==> config.mk <==
export PLATFORM = sky130hd
export DESIGN_NAME = slurm16_load_store_responder
export DESIGN_NICKNAME = d
export VERILOG_FILES = /design/src/rtl/slurm16_lsu_pkg.sv /design/src/rtl/slurm16_bus_timeout_counter.sv /design/src/rtl/slurm16_load_store_responder.sv
export SDC_FILE = /design/constraint.sdc
export NUM_CORES = 1
export LEC_CHECK = 0
export ABC_CLOCK_PERIOD_IN_PS = 2100
export BUFFER_PORTS_ARGS = -buffer_cell sky130_fd_sc_hd__buf_2
export CAP_MARGIN = 20
export CORE_MARGIN = 2
export CORE_UTILIZATION = 43
export CTS_CLUSTER_SIZE = 24
export DETAILED_ROUTE_END_ITERATION = 6
export GPL_TIMING_DRIVEN = 0
export HOLD_SLACK_MARGIN = 0.03
export PLACE_DENSITY = 0.8
export SETUP_SLACK_MARGIN = 0.2
export SLEW_MARGIN = 20
export SYNTH_ARGS = -nofsm -noshare
export SYNTH_HDL_FRONTEND = slang
export SYNTH_SLANG_ARGS = --single-unit
==> constraint.sdc <==
create_clock -name CLK -period 2.1 [get_ports CLK]
set_clock_uncertainty 0.05 [all_clocks]
set_input_delay 0.105 -clock CLK [delete_from_list [all_inputs] [get_ports CLK]]
set_output_delay 0.105 -clock CLK [all_outputs]
set_load 0.02 [all_outputs]
==> src/rtl/slurm16_lsu_pkg.sv <==
// Shared encodings for the slurm16 load/store responder: FSM states, request ops,
// timeout defaults and small op-decoding helpers.
package slurm16_lsu_pkg;

  typedef enum logic [1:0] {
    ST_IDLE = 2'd0,
    ST_BUS  = 2'd1,
    ST_DONE = 2'd2
  } lsu_state_t;

  typedef enum logic [1:0] {
    OP_MEM_RD = 2'd0,
    OP_MEM_WR = 2'd1,
    OP_IO_RD  = 2'd2,
    OP_IO_WR  = 2'd3
  } lsu_op_t;

  localparam int unsigned LSU_DEFAULT_TIMEOUT_CYCLES = 255;

  // A timed-out read returns every data bit set to this value.
  localparam logic LSU_TIMEOUT_RD_FILL = 1'b1;

  function automatic logic op_is_write(input lsu_op_t op);
    return (op == OP_MEM_WR) || (op == OP_IO_WR);
  endfunction

  function automatic logic op_is_io(input lsu_op_t op);
    return (op == OP_IO_RD) || (op == OP_IO_WR);
  endfunction

endpackage

==> src/rtl/slurm16_bus_timeout_counter.sv <==
// Bus-wait counter for the load/store responder; built only with SLURM16_BUS_TIMEOUT_EN.
// expired is high in the BUS cycle that would bring the wait count to TIMEOUT_CYCLES.
module slurm16_bus_timeout_counter #(
  parameter int unsigned TIMEOUT_CYCLES = 255,
  parameter int unsigned TIMEOUT_BITS   = 8
) (
  input  logic CLK,
  input  logic RSTb,
  input  logic clear,
  input  logic count_en,
  output logic expired
);

  localparam logic [TIMEOUT_BITS-1:0] LAST_COUNT = TIMEOUT_BITS'(TIMEOUT_CYCLES - 1);

  logic [TIMEOUT_BITS-1:0] count_r;

  // Count ack-less bus cycles; saturates at the last count so it never wraps.
  always_ff @(posedge CLK or negedge RSTb) begin
    if (!RSTb) begin
      count_r <= {TIMEOUT_BITS{1'b0}};
    end else if (clear) begin
      count_r <= {TIMEOUT_BITS{1'b0}};
    end else if (count_en && (count_r != LAST_COUNT)) begin
      count_r <= count_r + TIMEOUT_BITS'(1);
    end
  end

  assign expired = count_en && (count_r == LAST_COUNT);

endmodule

==> src/rtl/slurm16_load_store_responder.sv <==
// slurm16 load/store responder: runs one execute-stage memory or port request on the
// shared req/ack bus and stalls until it completes. SLURM16_BUS_TIMEOUT_EN adds a wait timeout.
module slurm16_load_store_responder
  import slurm16_lsu_pkg::*;
#(
  parameter int unsigned BITS           = 16,
  parameter int unsigned ADDRESS_BITS   = 16,
  parameter int unsigned TIMEOUT_CYCLES = LSU_DEFAULT_TIMEOUT_CYCLES,
  parameter int unsigned TIMEOUT_BITS   = 8
) (
  input  logic                    CLK,
  input  logic                    RSTb,
  input  logic                    load_memory,
  input  logic                    store_memory,
  input  logic [ADDRESS_BITS-1:0] load_store_address,
  input  logic [BITS-1:0]         memory_out,
  input  logic                    port_rd,
  input  logic                    port_wr,
  input  logic [ADDRESS_BITS-1:0] port_address,
  input  logic [BITS-1:0]         port_out,
  output logic                    stall,
  output logic [BITS-1:0]         rd_data,
  output logic                    rd_valid,
  output logic                    bus_req,
  output logic                    bus_we,
  output logic                    bus_io,
  output logic [ADDRESS_BITS-1:0] bus_addr,
  output logic [BITS-1:0]         bus_wdata,
  input  logic                    bus_ack,
  input  logic [BITS-1:0]         bus_rdata,
  output logic                    bus_error
);

  lsu_state_t              state_r;
  lsu_op_t                 sel_op_s;
  logic [ADDRESS_BITS-1:0] sel_addr_s;
  logic [BITS-1:0]         sel_wdata_s;
  logic                    any_req_s;
  logic                    bus_req_r;
  logic                    bus_we_r;
  logic                    bus_io_r;
  logic [ADDRESS_BITS-1:0] bus_addr_r;
  logic [BITS-1:0]         bus_wdata_r;
  logic [BITS-1:0]         rd_data_r;
  logic                    rd_valid_r;

  assign any_req_s = store_memory | load_memory | port_wr | port_rd;

  // Pick one request; lower-priority requests in the same cycle are dropped.
  always_comb begin
    sel_op_s    = OP_MEM_RD;
    sel_addr_s  = load_store_address;
    sel_wdata_s = memory_out;
    if (store_memory) begin
      sel_op_s = OP_MEM_WR;
    end else if (load_memory) begin
      sel_op_s = OP_MEM_RD;
    end else if (port_wr) begin
      sel_op_s    = OP_IO_WR;
      sel_addr_s  = port_address;
      sel_wdata_s = port_out;
    end else if (port_rd) begin
      sel_op_s    = OP_IO_RD;
      sel_addr_s  = port_address;
      sel_wdata_s = port_out;
    end else begin
      sel_op_s = OP_MEM_RD;
    end
  end

`ifdef SLURM16_BUS_TIMEOUT_EN
  logic timeout_s;
  logic bus_error_r;

  slurm16_bus_timeout_counter #(
    .TIMEOUT_CYCLES (TIMEOUT_CYCLES),
    .TIMEOUT_BITS   (TIMEOUT_BITS)
  ) u_timeout (
    .CLK      (CLK),
    .RSTb     (RSTb),
    .clear    (state_r != ST_BUS),
    .count_en ((state_r == ST_BUS) && !bus_ack),
    .expired  (timeout_s)
  );

  // Error pulse lands in the DONE cycle that follows a timed-out BUS cycle.
  always_ff @(posedge CLK or negedge RSTb) begin
    if (!RSTb) begin
      bus_error_r <= 1'b0;
    end else begin
      bus_error_r <= timeout_s;
    end
  end

  assign bus_error = bus_error_r;
`else
  logic unused_timeout_cfg_s;
  assign unused_timeout_cfg_s = ^{TIMEOUT_CYCLES, TIMEOUT_BITS};
  assign bus_error = 1'b0;
`endif

  // Request FSM: latch in IDLE, hold the bus in BUS, retire in DONE.
  always_ff @(posedge CLK or negedge RSTb) begin
    if (!RSTb) begin
      state_r     <= ST_IDLE;
      bus_req_r   <= 1'b0;
      bus_we_r    <= 1'b0;
      bus_io_r    <= 1'b0;
      bus_addr_r  <= {ADDRESS_BITS{1'b0}};
      bus_wdata_r <= {BITS{1'b0}};
      rd_data_r   <= {BITS{1'b0}};
      rd_valid_r  <= 1'b0;
    end else begin
      case (state_r)
        ST_IDLE: begin
          rd_valid_r <= 1'b0;
          if (any_req_s) begin
            state_r     <= ST_BUS;
            bus_req_r   <= 1'b1;
            bus_we_r    <= op_is_write(sel_op_s);
            bus_io_r    <= op_is_io(sel_op_s);
            bus_addr_r  <= sel_addr_s;
            bus_wdata_r <= sel_wdata_s;
          end else begin
            state_r <= ST_IDLE;
          end
        end
        ST_BUS: begin
          if (bus_ack) begin
            state_r   <= ST_DONE;
            bus_req_r <= 1'b0;
            if (!bus_we_r) begin
              rd_data_r  <= bus_rdata;
              rd_valid_r <= 1'b1;
            end
          end
`ifdef SLURM16_BUS_TIMEOUT_EN
          else if (timeout_s) begin
            state_r   <= ST_DONE;
            bus_req_r <= 1'b0;
            if (!bus_we_r) begin
              rd_data_r  <= {BITS{LSU_TIMEOUT_RD_FILL}};
              rd_valid_r <= 1'b1;
            end
          end
`endif
          else begin
            state_r <= ST_BUS;
          end
        end
        // Requests seen here belong to the instruction that is retiring now.
        ST_DONE: begin
          rd_valid_r <= 1'b0;
          state_r    <= ST_IDLE;
        end
        default: begin
          state_r    <= ST_IDLE;
          bus_req_r  <= 1'b0;
          rd_valid_r <= 1'b0;
        end
      endcase
    end
  end

  assign stall     = (state_r == ST_BUS) || ((state_r == ST_IDLE) && any_req_s);
  assign bus_req   = bus_req_r;
  assign bus_we    = bus_we_r;
  assign bus_io    = bus_io_r;
  assign bus_addr  = bus_addr_r;
  assign bus_wdata = bus_wdata_r;
  assign rd_data   = rd_data_r;
  assign rd_valid  = rd_valid_r;

endmodule

Word level (Yosys, flattened, before mapping)
Cells that the tools add are included.

Bits in registers: 54. Bits of input ports: 87. Output and inout port bits: 54. Word-level logic and storage cells: 51.

Equal/unequal tests: 8. Multiplexer cells: 21. Bitwise gates (word level): 5. Reductions and logical operators: 9.

Operators with widths (number): $mux W16 (8); $mux W2 (5); $eq A2 B2 Y1 const B (3); $mux W1 (6); $ne A2 B2 Y1 const B (3); $reduce_and A3 Y1 (2); $eq A2 B1 Y1 const B (2); $pmux W2 S2 (1); $reduce_and A2 Y1 (2); $logic_or A1 B1 Y1 (3); $or A1 B1 Y1 (3); $pmux W1 S3 (1); $logic_not A2 Y1 (1); $not A1 Y1 (2); $logic_and A1 B1 Y1 (1).

Longest topological paths before layout
Depth in word-level cells: 6. Gate-level depth with buffers: 6.

Worst setup path before layout
Ideal clock, no wire load.

Kind: register to register. Start point: register state_r[0]. End point: register bus_addr_r[0], in the netlist bus_addr[0]. Library setup time: 0.123 ns. Arrival time: 1.612 ns. Setup slack: 0.315 ns. Cell stages (with the launch flop): 7. Clock period less this slack: 1.785 ns. Cell sequence: dfrtp_1 > or2_1 > buf_2 > or4_4 > buf_6 > buf_6 > o221a_1.

Longest elaborated chain between the ends: 2.

RTL lines: start: declaration (RTL line slurm16_load_store_responder.sv:34) `lsu_state_t state_r;`; start signal: assignment (RTL line slurm16_load_store_responder.sv:105) `state_r <= ST_IDLE;`; start signal: assignment (RTL line slurm16_load_store_responder.sv:118) `state_r <= ST_BUS;`; start signal: assignment (RTL line slurm16_load_store_responder.sv:125) `state_r <= ST_IDLE;`; $logic_not A2 Y1 (RTL line slurm16_load_store_responder.sv:114) `case (state_r)`; $reduce_and A2 Y1 (no source line); end signal: assignment (RTL line slurm16_load_store_responder.sv:109) `bus_addr_r <= {ADDRESS_BITS{1'b0}};`; end signal: assignment (RTL line slurm16_load_store_responder.sv:122) `bus_addr_r <= sel_addr_s;`; end: declaration (RTL line slurm16_load_store_responder.sv:42) `logic [ADDRESS_BITS-1:0] bus_addr_r;`.

Every way passes these cells. A chain may end at the register's enable or synchronous reset.

Worst setup path after layout
Start point: register state_r[1]. End point: register bus_wdata_r[7], in the netlist bus_wdata[7].

Longest elaborated chain between the ends: 2.

RTL lines: $logic_not A2 Y1 (RTL line slurm16_load_store_responder.sv:114); $reduce_and A2 Y1 (no source line); end signal: assignment (RTL line slurm16_load_store_responder.sv:110) `bus_wdata_r <= {BITS{1'b0}};`; end signal: assignment (RTL line slurm16_load_store_responder.sv:123) `bus_wdata_r <= sel_wdata_s;`; end: declaration (RTL line slurm16_load_store_responder.sv:43) `logic [BITS-1:0] bus_wdata_r;`.

Every way passes these cells.

==> results.toml <==
[setup_path]
reg2reg_slack_ps = 240
critPathKind = "reg2reg"
startpoint = "state_r[1]"
crit_path_end_kind = "flop"
worstReg2RegStart = "state_r[1]"
worstPathArrival_ps = 2000
required_ps = 2240
crit_path_start_kind = "flop"
reg2reg_to = "bus_wdata[7]"
reg2regPathDepth = 6
critPathMaxFanout = 10

[floorplanning]
fp-row-count = 26
core_region_area_um2 = 5170
start_util = 0.450
io_pins = 141
dieArea_um2 = 6020
fp.dieH_um = 77.6
fp.dieW_um = 77.6

[sta]
finalHoldViolCount = 0
min_period_ps = 1860
drv_slew = 0
rsz0062_at_grt = "true"
slew-limit-headroom = 0.554
fmax_ghz = 0.537
setup_violations = 0
hold_slack_ps = 41.5
fin_crit_sh = 0.887
max_slew.worst_pin.slew_ps = 669
fin_setup_tns_ps = 0

[clock_network]
clockBufferDepth = 2
path_clk_slew_ps = 100
clk_latency_ps = 300
cts_tree = "done"
cts.sinks = 54
root_buffer = "clkbuf_8"
htreeDepth = 2
cts_made_buffers = 5

[finish]
drive_gt1_frac = 0.493
syn_to_final_growth_pct = 60.0
diodes = 0
nets = 457

[detailed_routing]
wl_per_cell_um = 15.4
drt-vias-per-instance = 5.03
first_pass_iters = 4
ant_nets = 0
route.detailed.drc = 0
wl_mm = 6.78
drt-initial-drc-count = 80
vias = 2217

[synthesis]
netlist_area_um2 = 2330
ys_warn_count = 0
ys_ff_latch = 54
synth_mux_area_frac = 0.0816
synth_top_family_by_area = "compound AO/OA/AOI/OAI gates"
synthXorXnorAreaFrac = 0
syn_area_per_cell_um2 = 13.5
synth-compound-area-share = 0.177
synthAdderAreaFrac = 0
synth_simple_gate_area_share = 0.106
synth.distinct_cells = 24
yosysSeqAreaShare = 0.580
synth_nets = 260
syn_inst = 173

[min_path]
worstHoldStart = "port_address[12]"
min_to = "bus_addr[12]"
min_path_type = "in2reg"
worstHoldPathCells = 2

[status]
outcome = "finished, final reports clean"

[global_routing]
gr-total-overflow = 0
antenna_found_initial = 0
grt_use_total = 0.229
grt_max_degree = 55
grt_pass1_wl_mm = 11.1
grt_pass1_vias = 2375

[place]
io_buffers = 139
place_congestion = 0.783
post-dp-hpwl_mm = 4.33

[power]
leakage_uw = 0.00174
ir_worst_vdd_v = 0.000651
power_density_nw_per_um2 = 1330

[flow_run]
drv_cap = 0
==> cell families (layout without fill, tap and decap cells) <==
logic type             count (synthesis)  after routing
AOI/OAI and AO/OA                     40             40
buffers and inverters                 22            220
DFF                                   54             54
muxes                                 17             17
other                                  1              1
and+or+nand+nor                       39             39
==> layer usage <==
layer | part of all wire | wire [µm] | global-route usage
met1 | 0.42 | 2820 | 0.271
met3 | 0.056 | 378 | 0.0477
met2 | 0.52 | 3540 | 0.429
met5 | 0 | 0 | 0
met4 | 0.0046 | 31 | 0.0393
==> placed cells by master, fill, tap and decap left out <==
cell type,n
buf_2,143
dfrtp_1,54
dlygate4sd3_1,47
or3_1,32
o221a_1,29
mux2_2,16
clkbuf_1,6
buf_4,6
inv_1,5
clkbuf_8,5
buf_6,3
o221a_2,3
nor2_1,2
o21bai_1,2
o21ai_0,2
buf_8,2
or2b_1,1
or2_1,1
a21oi_4,1
and3b_1,1
a31oi_1,1
and2_1,1
or4_4,1
a21o_1,1
a21oi_1,1
mux2i_1,1
conb_1,1
clkinv_4,1
clkinv_2,1
clkinvlp_4,1
==> cells in the mapped netlist <==
cell | n | share of area
buf_4 | 1 | 0.0032
buf_6 | 4 | 0.019
buf_2 | 6 | 0.013
mux2i_1 | 1 | 0.0043
and3b_1 | 1 | 0.0038
and2_1 | 1 | 0.0027
a21o_1 | 1 | 0.0032
or2b_1 | 1 | 0.0032
or2_1 | 1 | 0.0027
or3_1 | 32 | 0.086
o221a_2 | 3 | 0.014
or4_4 | 1 | 0.0048
clkbuf_1 | 6 | 0.0097
mux2_2 | 16 | 0.077
o21bai_1 | 2 | 0.0064
conb_1 | 1 | 0.0016
nor2_1 | 2 | 0.0032
inv_1 | 5 | 0.0081
o21ai_0 | 2 | 0.0043
a21oi_1 | 1 | 0.0021
a31oi_1 | 1 | 0.0027
a21oi_2 | 1 | 0.0038
o221a_1 | 29 | 0.14
dfrtp_1 | 54 | 0.58
==> state kept, by name, summed over array words and instances (netlist names) <==
signal,count
bus_addr,16
bus_wdata,16
rd_data,16
state_r,2
bus_io,1
bus_req,1
bus_we,1
rd_valid,1
==> cell type report <==
| cell class | instances | area (µm²) |
|---|---|---|
| plain buffers | 17 | 119 |
| clock buffers | 5 | 68.8 |
| clock inverters | 3 | 21.3 |
| fillers | 352 | 1450 |
| inverters | 5 | 18.8 |
| multi-input cells | 97 | 862 |
| flip-flops and latches | 54 | 1350 |
| well taps | 70 | 87.6 |
| repair buffers | 190 | 1200 |
==> worst max-delay path, stage by stage, from the launching register on <==
cell     delay [ps]
dfrtp_1         420
or2_1           230
buf_6           130
or4_4           410
buf_6           150
buf_8           130
o221a_1         220
==> worst max path at each step <==
stage                    to  slack (ps)
6_report       bus_wdata[7]         240
5_1_grt        bus_wdata[7]         150
4_1_cts        bus_addr[10]         210
3_5_place_dp    bus_addr[2]         210
3_3_place_gp    bus_addr[7]         220
2_1_floorplan   bus_addr[0]         310
==> power by group <==
part,leakage [µW],internal (µW),switching [µW]
Sequential,0.000615,1550,272
Combinational,0.00108,1170,1410
Clock,0.0000441,235,338
Total,0.00174,2960,2020
==> through the flow <==
step | utilization | area (µm²) | setup WS, ps | instances | power, µW
3_3_place_gp | 0.602 | 3110 | 221 | 382 | 4200
6_report | 0.721 | 3730 | 238 | 441 | 4980
5_1_grt | 0.721 | 3730 | 151 | 441 | 5280
4_1_cts | 0.710 | 3670 | 206 | 437 | 4910
3_5_place_dp | 0.602 | 3120 | 214 | 382 | 4270
2_1_floorplan | - | 2330 | 315 | 173 | 3410
==> timing repair <==
item | 4_1_cts | 5_1_grt
endpoints found under the setup margin | 8 | 31
hold buffers | 46 | 1
resized for setup | 0 | 6
pin swaps | 0 | 7
endpoints found under the hold margin | 99 | 1
buffers inserted | 1 | 3
(Power assumes the default switching activity.)
